[config.mk]
export PLATFORM = sky130hd
export DESIGN_NAME = uart_rx_cfg
export DESIGN_NICKNAME = d
export VERILOG_FILES = /design/src/rtl/uart_rx_cfg.sv
export SDC_FILE = /design/constraint.sdc
export NUM_CORES = 1
export LEC_CHECK = 0
export CORE_MARGIN = 10
export CORE_UTILIZATION = 50
export CTS_CLUSTER_DIAMETER = 100
export DETAILED_ROUTE_END_ITERATION = 10
export PLACE_DENSITY = 0.74
export SYNTH_ARGS = -nofsm -noshare
export SYNTH_HDL_FRONTEND = slang
export SYNTH_SLANG_ARGS = --single-unit
[constraint.sdc]
create_clock -name clk -period 2.1 [get_ports clk]
set_clock_uncertainty 0.15 [all_clocks]
set_input_delay 0.42 -clock clk [delete_from_list [all_inputs] [get_ports clk]]
set_output_delay 0.42 -clock clk [all_outputs]
set_load 0.01 [all_outputs]
[src/rtl/uart_rx_cfg.sv]
// Configurable UART receiver: 5..9 data bits, none/odd/even parity, 1 or 2 stop bits.
// Majority-of-three sampling around mid-bit; reports parity, framing and break per frame.
module uart_rx_cfg #(
    parameter int CLK_FREQ  = 25000000,
    parameter int BAUDRATE  = 921600,
    parameter int DATA_BITS = 8,
    parameter int PARITY    = 0,
    parameter int STOP_BITS = 1
) (
    input  logic                 clk,
    input  logic                 rst_n,
    input  logic                 rx,
    output logic [DATA_BITS-1:0] data,
    output logic                 data_valid,
    output logic                 parity_err,
    output logic                 frame_err,
    output logic                 break_det,
    output logic                 busy
);

    localparam int BIT_CLKS = CLK_FREQ / BAUDRATE;
    localparam int HALF_BIT = (BIT_CLKS - 1) / 2;
    localparam int CW       = $clog2(BIT_CLKS);
    localparam int IW       = $clog2(DATA_BITS);

    generate
        if (BIT_CLKS < 4 || DATA_BITS < 5 || DATA_BITS > 9 || PARITY < 0 || PARITY > 2 ||
            STOP_BITS < 1 || STOP_BITS > 2) begin : g_bad_cfg
            $error("uart_rx_cfg: illegal parameter combination");
        end
    endgenerate

    localparam logic [CW-1:0] CNT_LAST  = CW'(BIT_CLKS - 1);
    localparam logic [CW-1:0] CNT_S0    = CW'(HALF_BIT - 1);
    localparam logic [CW-1:0] CNT_S1    = CW'(HALF_BIT);
    localparam logic [CW-1:0] CNT_DEC   = CW'(HALF_BIT + 1);
    localparam logic [IW-1:0] IDX_LAST  = IW'(DATA_BITS - 1);
    localparam logic          STOP_LAST = (STOP_BITS == 2);

    typedef enum logic [2:0] {
        S_IDLE,
        S_START,
        S_DATA,
        S_PARITY,
        S_STOP,
        S_WAIT_HIGH
    } state_e;

    state_e                 state_q, state_d;
    logic [1:0]             sync_q, sync_d;
    logic [CW-1:0]          cnt_q, cnt_d;
    logic [IW-1:0]          idx_q, idx_d;
    logic                   stop_idx_q, stop_idx_d;
    logic [1:0]             smp_q, smp_d;
    logic [DATA_BITS-1:0]   shreg_q, shreg_d;
    logic                   par_bit_q, par_bit_d;
    logic                   ferr_acc_q, ferr_acc_d;
    logic                   brk_acc_q, brk_acc_d;
    logic [DATA_BITS-1:0]   data_q, data_d;
    logic                   dv_q, dv_d;
    logic                   perr_q, perr_d;
    logic                   ferr_q, ferr_d;
    logic                   brk_q, brk_d;

    logic rx_s, maj, decide, bit_end, ferr_now, brk_now, par_bad;

    assign rx_s = sync_q[1];

    always_comb begin
        // NOTE: every target gets a default first so no path can infer a latch.
        state_d    = state_q;
        sync_d     = {sync_q[0], rx};
        cnt_d      = (cnt_q == CNT_LAST) ? '0 : cnt_q + 1'b1;
        idx_d      = idx_q;
        stop_idx_d = stop_idx_q;
        smp_d      = smp_q;
        shreg_d    = shreg_q;
        par_bit_d  = par_bit_q;
        ferr_acc_d = ferr_acc_q;
        brk_acc_d  = brk_acc_q;
        data_d     = data_q;
        dv_d       = 1'b0;
        perr_d     = perr_q;
        ferr_d     = ferr_q;
        brk_d      = brk_q;

        if (cnt_q == CNT_S0) smp_d[0] = rx_s;
        if (cnt_q == CNT_S1) smp_d[1] = rx_s;
        maj     = (smp_q[0] & smp_q[1]) | (smp_q[0] & rx_s) | (smp_q[1] & rx_s);
        decide  = (cnt_q == CNT_DEC);
        bit_end = (cnt_q == CNT_LAST);

        // Odd parity wants the XOR over data+parity to be 1, even wants 0.
        par_bad  = (PARITY != 0) && ((^shreg_q ^ par_bit_q) != (PARITY == 1));
        ferr_now = ferr_acc_q | ~maj;
        brk_now  = (stop_idx_q == 1'b0)
                   ? ((shreg_q == '0) && ((PARITY == 0) || !par_bit_q) && !maj)
                   : brk_acc_q;

        case (state_q)
            S_IDLE: begin
                cnt_d      = '0;
                idx_d      = '0;
                stop_idx_d = 1'b0;
                ferr_acc_d = 1'b0;
                brk_acc_d  = 1'b0;
                if (!rx_s) state_d = S_START;
            end
            S_START: begin
                if (decide && maj) begin
                    state_d = S_IDLE;
                    cnt_d   = '0;
                end else if (bit_end) begin
                    state_d = S_DATA;
                end
            end
            S_DATA: begin
                if (decide) shreg_d[idx_q] = maj;
                if (bit_end) begin
                    if (idx_q == IDX_LAST) state_d = (PARITY != 0) ? S_PARITY : S_STOP;
                    else                   idx_d   = idx_q + 1'b1;
                end
            end
            S_PARITY: begin
                if (decide) par_bit_d = maj;
                if (bit_end) state_d = S_STOP;
            end
            S_STOP: begin
                if (decide) begin
                    ferr_acc_d = ferr_now;
                    brk_acc_d  = brk_now;
                    // Deliver at the last stop bit's decision so the next start edge is never missed.
                    if (stop_idx_q == STOP_LAST) begin
                        data_d  = shreg_q;
                        perr_d  = par_bad;
                        ferr_d  = ferr_now;
                        brk_d   = brk_now;
                        dv_d    = 1'b1;
                        cnt_d   = '0;
                        state_d = ferr_now ? S_WAIT_HIGH : S_IDLE;
                    end
                end else if (bit_end) begin
                    stop_idx_d = 1'b1;
                end
            end
            S_WAIT_HIGH: begin
                cnt_d = '0;
                if (rx_s) state_d = S_IDLE;
            end
            default: state_d = S_IDLE;
        endcase
    end

    // NOTE: the shift register is reset too, so a frame cut by reset leaves no residue.
    always_ff @(posedge clk) begin
        if (!rst_n) begin
            state_q    <= S_IDLE;
            sync_q     <= 2'b11;
            cnt_q      <= '0;
            idx_q      <= '0;
            stop_idx_q <= 1'b0;
            smp_q      <= 2'b11;
            shreg_q    <= '0;
            par_bit_q  <= 1'b0;
            ferr_acc_q <= 1'b0;
            brk_acc_q  <= 1'b0;
            data_q     <= '0;
            dv_q       <= 1'b0;
            perr_q     <= 1'b0;
            ferr_q     <= 1'b0;
            brk_q      <= 1'b0;
        end else begin
            state_q    <= state_d;
            sync_q     <= sync_d;
            cnt_q      <= cnt_d;
            idx_q      <= idx_d;
            stop_idx_q <= stop_idx_d;
            smp_q      <= smp_d;
            shreg_q    <= shreg_d;
            par_bit_q  <= par_bit_d;
            ferr_acc_q <= ferr_acc_d;
            brk_acc_q  <= brk_acc_d;
            data_q     <= data_d;
            dv_q       <= dv_d;
            perr_q     <= perr_d;
            ferr_q     <= ferr_d;
            brk_q      <= brk_d;
        end
    end

    assign data       = data_q;
    assign data_valid = dv_q;
    assign parity_err = perr_q;
    assign frame_err  = ferr_q;
    assign break_det  = brk_q;
    assign busy       = (state_q != S_IDLE);

endmodule
==> metrics, run 1 <==
status finished clean; GR Overflow Total 0; Fin. Hold Viols 0; P per Cell Area 755 mW/mm2; per-cell routed wire length 14.2 um; Syn Inst Count 198; delay-heaviest family, CP compound AO/OA/AOI/OAI gates; reg-to-reg slack, setup 0.07 ns; Synth Flop Type dfxtp_1; Boundary Pins 16; maximum buffer depth of the clock tree 2; CP max FO 4; ys async rst share 0; Die Y 78.4 um; Internal Power 1110 uW; period utilization 0.966; Mapped Nets 207; CP bufs+invs 0; CTS sink count 36; DRC Markers 0; post-synthesis register bit count 36; post-route cell area 0.00204 mm2; # port buffers 14; sequence of cells on the critical path ha_2 -> nand4b_2 -> or3_4 -> a221o_1 -> a32o_1; first-pass GRT wire length 6610 um; post-synthesis sequential area ratio 0.423; routed vias 1,472; Post-CTS Hold Fix Bufs 0; Synth Warn # 0; Finished Core Util 0.616; layout cells sized above 1 0.158; Clk pin slew, worst setup/hold paths 0.10 ns; TritonCTS clock tree yes; Worst VDD drop 0.416 mV; final setup fails 0; Hold Path Depth 1; vias in the first global route 1,466; htree depth 2; MaxCap Viol Count 0; Synth cell types 45; Critical Path Slowest Stage Cell or3_4; leak pwr 0.000802 uW; crit path kind reg -> reg; placed cell areas 0.00192 mm2; Clock power frac 0.309; Tightest Hold Check Type reg -> reg; largest net degree at the start of global routing 20; final antenna-violating net count 0; Sequential Area 729 um2; worst r2r src cnt_q[1]$_SDFF_PN0_; 1st-pass router iterations 4; Worst Path Required 2.20 ns; Avg Vias per Cell 5.51; initial antenna violation count 0; fin crit period 2.03 ns; hold_sp sync_q[0]$_SDFF_PN1_; hpwl dp 2770 um; Core Area 0.00331 mm2; FILL cells 292; Worst EP arrival 2.13 ns; Die ar. 0.00615 mm2; Critical Path End Type register; Final #Nets 229; worst reg2reg endpoint state_q[2]$_SDFFE_PN0P_; Comb pwr share 0.217; clk_lat worst skew 0.34 ns; net switching power 431 uW; multi-input logic area 901 um2; CTS buffer count 5; initial drt markers 94; crit start category register; Post-synth EDFFs 0; CTS Root Cell clkbuf_4; Die W 78.4 um; Initial Util 0.515; WL final 3790 um; max incr delay on CP 0.41 ns; syn avg cell area 8.61 um2; Hold Crit Endpoint sync_q[1]$_SDFF_PN1_; number of cell rows 21; Switching Share 0.280; sequential power share 0.474; worst-case reg-to-reg path depth 5; final slew viol count 0; cell area after synthesis 0.00171 mm2; Placer Congestion 0.839; Area Overhead vs Synth 19.6%; ANT cells 0; Tot GR Track Use 0.133; Fmax 493 MHz
==> synthesized netlist by cell type (all sizes together) (2+ instances only) <==
library cell | number | area share
a211oi | 3 | 0.016
a21oi | 17 | 0.050
and4b | 3 | 0.019
buf | 5 | 0.015
clkbuf | 8 | 0.018
dfxtp | 36 | 0.42
ha | 6 | 0.044
inv | 8 | 0.018
mux2i | 10 | 0.059
nand2 | 29 | 0.064
nand2b | 4 | 0.015
nand3 | 6 | 0.018
nand4 | 7 | 0.026
nand4b | 5 | 0.029
nor2 | 21 | 0.046
nor2b | 2 | 0.0073
nor3 | 2 | 0.0059
nor4 | 2 | 0.011
o21ai | 3 | 0.0088
xor2 | 2 | 0.010
==> logic make-up (layout without fill, tap and decap cells) <==
group / Yosys count / in the layout / share of synthesized area
buf+inv: 21 / 44 / 0.0506
xor+xnor: 3 / 3 / 0.0154
fa+ha+maj: 7 / 7 / 0.0499
flops: 36 / 36 / 0.423
compound gates: 30 / 30 / 0.117
simple gates: 90 / 90 / 0.284
mux: 10 / 10 / 0.0587
other cells: 1 / 1 / 0.00220
==> per-stage QoR <==
| stage | hold slack [ns] | worst slack [ns] | TNS (ns) | total power [uW] | instances |
|---|---|---|---|---|---|
| 2_1_floorplan | 0.236 | 0.146 | 0 | 948 | 198 |
| 3_3_place_gp | 0.249 | 0.142 | 0 | 1040 | 255 |
| 3_5_place_dp | 0.264 | 0.0885 | 0 | 1060 | 255 |
| 4_1_cts | 0.294 | 0.00387 | 0 | 1540 | 263 |
| 5_1_grt | 0.313 | -0.0114 | -0.0147 | 1620 | 267 |
| 6_report | 0.286 | 0.0716 | 0 | 1540 | 267 |
==> power by group through the flow <==
stage          logic [uW]  registers [uW]  clock network [uW]
6_report              334             730                 475
2_1_floorplan         217             731                   0
3_5_place_dp          316             744                   0
3_3_place_gp          300             741                   0
5_1_grt               366             735                 516
4_1_cts               318             727                 492
==> metal layers <==
layer / GRT usage / part of all wire / wire (um)
met4: 0.0806 / 0.022 / 82
met1: 0.138 / 0.42 / 1570
met5: 0 / 0 / 0
met3: 0.0444 / 0.052 / 198
met2: 0.228 / 0.51 / 1940
==> sequential cells by signal, summed over array words and instances, names as in the netlist <==
register    cells
data            8
shreg_q         8
cnt_q           5
idx_q           3
state_q         3
smp_q           2
sync_q          2
break_det       1
data_valid      1
ferr_acc_q      1
frame_err       1
stop_idx_q      1
==> area by class of cell <==
type,count,share of cell area
sequential,36,0.358
multi-input combinational,141,0.442
clock inverter,2,0.0172
inverter,8,0.0147
clock buffer,6,0.0202
timing repair buffer,28,0.120
tap,46,0.0282
==> worst max-delay path by stage <==
stage | start | end | slack [ns] | cells past startpoint
4_1_cts | state_q[1]$_SDFFE_PN0P_ | busy | 0.004 | 3
3_3_place_gp | cnt_q[0]$_SDFF_PN0_ | state_q[2]$_SDFFE_PN0P_ | 0.14 | 6
6_report | cnt_q[1]$_SDFF_PN0_ | state_q[2]$_SDFFE_PN0P_ | 0.07 | 5
3_5_place_dp | cnt_q[1]$_SDFF_PN0_ | state_q[2]$_SDFFE_PN0P_ | 0.09 | 5
2_1_floorplan | cnt_q[0]$_SDFF_PN0_ | state_q[2]$_SDFFE_PN0P_ | 0.15 | 6
5_1_grt | cnt_q[1]$_SDFF_PN0_ | state_q[2]$_SDFFE_PN0P_ | -0.01 | 5
==> what timing repair did <==
action / CTS / global route
buffers inserted: 0 / 4
endpoints found under the setup margin: 1 / 7
resized for setup: 2 / 4
pin swaps: 0 / 1
==> layout by cell type, fill, tap and decap left out, types with 2 or more instances in the layout <==
cell type | netlist | routed
nor2_1 | 21 | 21
dfxtp_4 | 0 | 2
inv_1 | 8 | 8
and4b_2 | 2 | 2
o21ai_0 | 3 | 3
nand4b_1 | 4 | 4
nand2_1 | 29 | 29
dfxtp_1 | 36 | 33
a21oi_1 | 17 | 17
xor2_1 | 2 | 2
nand2b_1 | 4 | 4
nor2b_1 | 2 | 2
nor3_1 | 2 | 2
mux2i_1 | 10 | 10
nand3_1 | 6 | 6
nand4_1 | 7 | 7
a211oi_1 | 2 | 2
buf_4 | 1 | 14
clkdlybuf4s50_1 | 0 | 14
ha_1 | 6 | 5
clkbuf_4 | 0 | 5
No activity file was read; power rests on OpenSTA's default activity.
==> run 2: changes to the inputs <==
CORE_UTILIZATION = 53   (was 50)
CTS_BUF_LIST = sky130_fd_sc_hd__clkbuf_8   (was not set)
PLACE_DENSITY = 0.78   (was 0.74)
==> run 2 against run 1 <==
Critical path depth is 1 higher. Via count is 1.7% lower. Clock-buffer cell count is 1 lower. Worst hold slack worse by 0.018 ns. Wire length is 2.6% higher. Power is 6.5% higher. Non-clock buffer count is 6 lower. Cell area is 0.80% higher. First-iteration DRC count is 67% higher. Sequential cell count stayed put. Die area is 4.2% lower. Critical path type unchanged. Highest routed layer unchanged.
==> metrics, run 2 (synthesis gave the netlist of run 1 again) <==
status finished clean; Switching Share 0.270 (-0.00953); vias in the first global route 1,360 (-7.2%); maximum buffer depth of the clock tree 2 (unchanged); unrepaired setup endpoints after global routing false; Area Overhead vs Synth 20.5%; WL final 3890 um (+2.6%); worst r2r src cnt_q[0]$_SDFF_PN0_; Comb pwr share 0.184 (-0.033); Setup Slack @ Placement 0.0205 ns (-0.0681 ns); CTS Root Cell clkbuf_8; initial antenna violation count 0 (unchanged); Die ar. 0.00589 mm2 (-4.2%); commonest non-fill, non-tap cells in the layout 33 x dfxtp_1, 29 x nand2_1, 21 x nor2_1; initial drt markers 157 (+67%); Boundary Pins 16 (unchanged); crit path launch cnt_q[0]$_SDFF_PN0_; routed vias 1,447 (-1.7%); P per Cell Area 798 mW/mm2 (+5.7%); Die Y 76.7 um (-2.1%); fin crit period 2.02 ns (-0.00445 ns); Fin Setup TNS 0 ns (unchanged); Tot GR Track Use 0.134 (+0.000948); Fmax 494 MHz (+0.22%); CTS buffer count 5 (unchanged); Worst VDD drop 0.569 mV (+37%); GR Overflow Total 0 (unchanged); Placer Congestion 0.924 (+10%); final slew viol count 0 (unchanged); htree depth 2 (unchanged); Tightest Hold Check Type reg -> reg; FILL cells 247 (-15%); # port buffers 14 (unchanged); CTS sink count 36 (unchanged); Avg Vias per Cell 5.59 (+1.3%); CP max FO 5 (+1); clk_lat worst skew 0.29 ns (-0.05 ns); net switching power 443 uW (+2.9%); Worst Path Required 2.13 ns (-0.07 ns); Fin. Hold Viols 0 (unchanged); CTS resizes 4 (+2); layout cells sized above 1 0.144 (-0.0142); ANT cells 0 (unchanged); largest net degree at the start of global routing 20 (unchanged); Initial Util 0.554 (+0.0389); Clock power frac 0.355 (+0.046); commonest non-fill, non-tap cell in the layout dfxtp_1; final setup fails 0 (unchanged); Worst EP arrival 2.06 ns (-0.07 ns); # Post-CTS Setup Buffers 0 (unchanged); hpwl dp 2750 um (-0.62%); Final #Nets 223 (-2.6%); 1st-pass router iterations 4 (unchanged); Internal Power 1200 uW (+7.9%); sequential power share 0.461 (-0.013); DRC Markers 0 (unchanged); leak pwr 0.000809 uW (+0.85%); period utilization 0.964 (-0.00212); Clk pin slew, worst setup/hold paths 0.07 ns (-0.03 ns); Post-CTS Hold Fix Bufs 0 (unchanged); MaxCap Viol Count 0 (unchanged); final antenna-violating net count 0 (unchanged); first-pass GRT wire length 6470 um (-2.1%); crit path kind reg -> reg; Die W 76.7 um (-2.1%); worst setup path end state_q[2]$_SDFFE_PN0P_; reg-to-reg slack, setup 0.08 ns (about the same); worst reg2reg endpoint state_q[2]$_SDFFE_PN0P_; Critical Path End Type register; number of cell rows 20 (-4.8%); Core Area 0.00308 mm2 (-7.0%); TritonCTS clock tree yes; per-cell routed wire length 15.0 um (+5.8%); crit start category register; worst setup margin 0.0760 ns (+0.00445 ns); worst-case reg-to-reg path depth 6 (+1)
[run 2: changes by cell type in the layout (fill, tap and decap cells not counted), sizes merged]
cell,delta
clkbuf,-1
buf,-6
inv,+1
[run 2: worst min-delay path by stage]
stage	start	end	depth (start not counted)
final	sync_q[0]$_SDFF_PN1_	sync_q[1]$_SDFF_PN1_	1
after global routing	sync_q[0]$_SDFF_PN1_	sync_q[1]$_SDFF_PN1_	1
after CTS	sync_q[0]$_SDFF_PN1_	sync_q[1]$_SDFF_PN1_	1
after detailed placement	sync_q[0]$_SDFF_PN1_	sync_q[1]$_SDFF_PN1_	1
after global placement	sync_q[0]$_SDFF_PN1_	sync_q[1]$_SDFF_PN1_	1
after floorplan	sync_q[0]$_SDFF_PN1_	sync_q[1]$_SDFF_PN1_	1
[run 2: worst max-delay path: stages, from the launching register on]
cell,delay [ns]
dfxtp_1,0.35
inv_2,0.10
ha_4,0.17
nand4b_4,0.12
or3_4,0.42
a221o_1,0.35
a32o_1,0.25
[run 2: final cells by class]
type	count	area, um2	share of cell area
repair buffers	22	200	0.0974
clock buffers	5	68.8	0.0335
well taps	44	55.1	0.0268
flip-flops and latches	36	729	0.355
multi-input cells	141	933	0.454
clock inverters	3	38.8	0.0189
inverters	8	30.0	0.0146
[run 2: per-layer routing]
layer,track usage,vias to the layer above,routed length (um)
met5,0,-,0
met4,0.0651,0,80
met3,0.0536,7,216
met2,0.193,32,1800
met1,0.168,695,1790
li1,-,713,-
[run 2: per-stage QoR]
step           hold slack [ns]  power (uW)  cells  cell area, um2  utilization
3_5_place_dp             0.253        1030    251            1900        0.619
4_1_cts                  0.269        1620    259            2030        0.658
6_report                 0.268        1640    259            2060        0.668
5_1_grt                  0.292        1720    259            2060        0.668
3_3_place_gp             0.247        1020    251            1900        0.619
2_1_floorplan            0.236         948    198            1710            -
[run 2: power groups by stage]
stage                     clock network [uW]  registers, uW  logic (uW)
after floorplan                            0            731         217
after global placement                     0            759         260
after detailed placement                   0            764         271
after CTS                                597            750         274
after global routing                     632            760         332
final                                    583            756         301
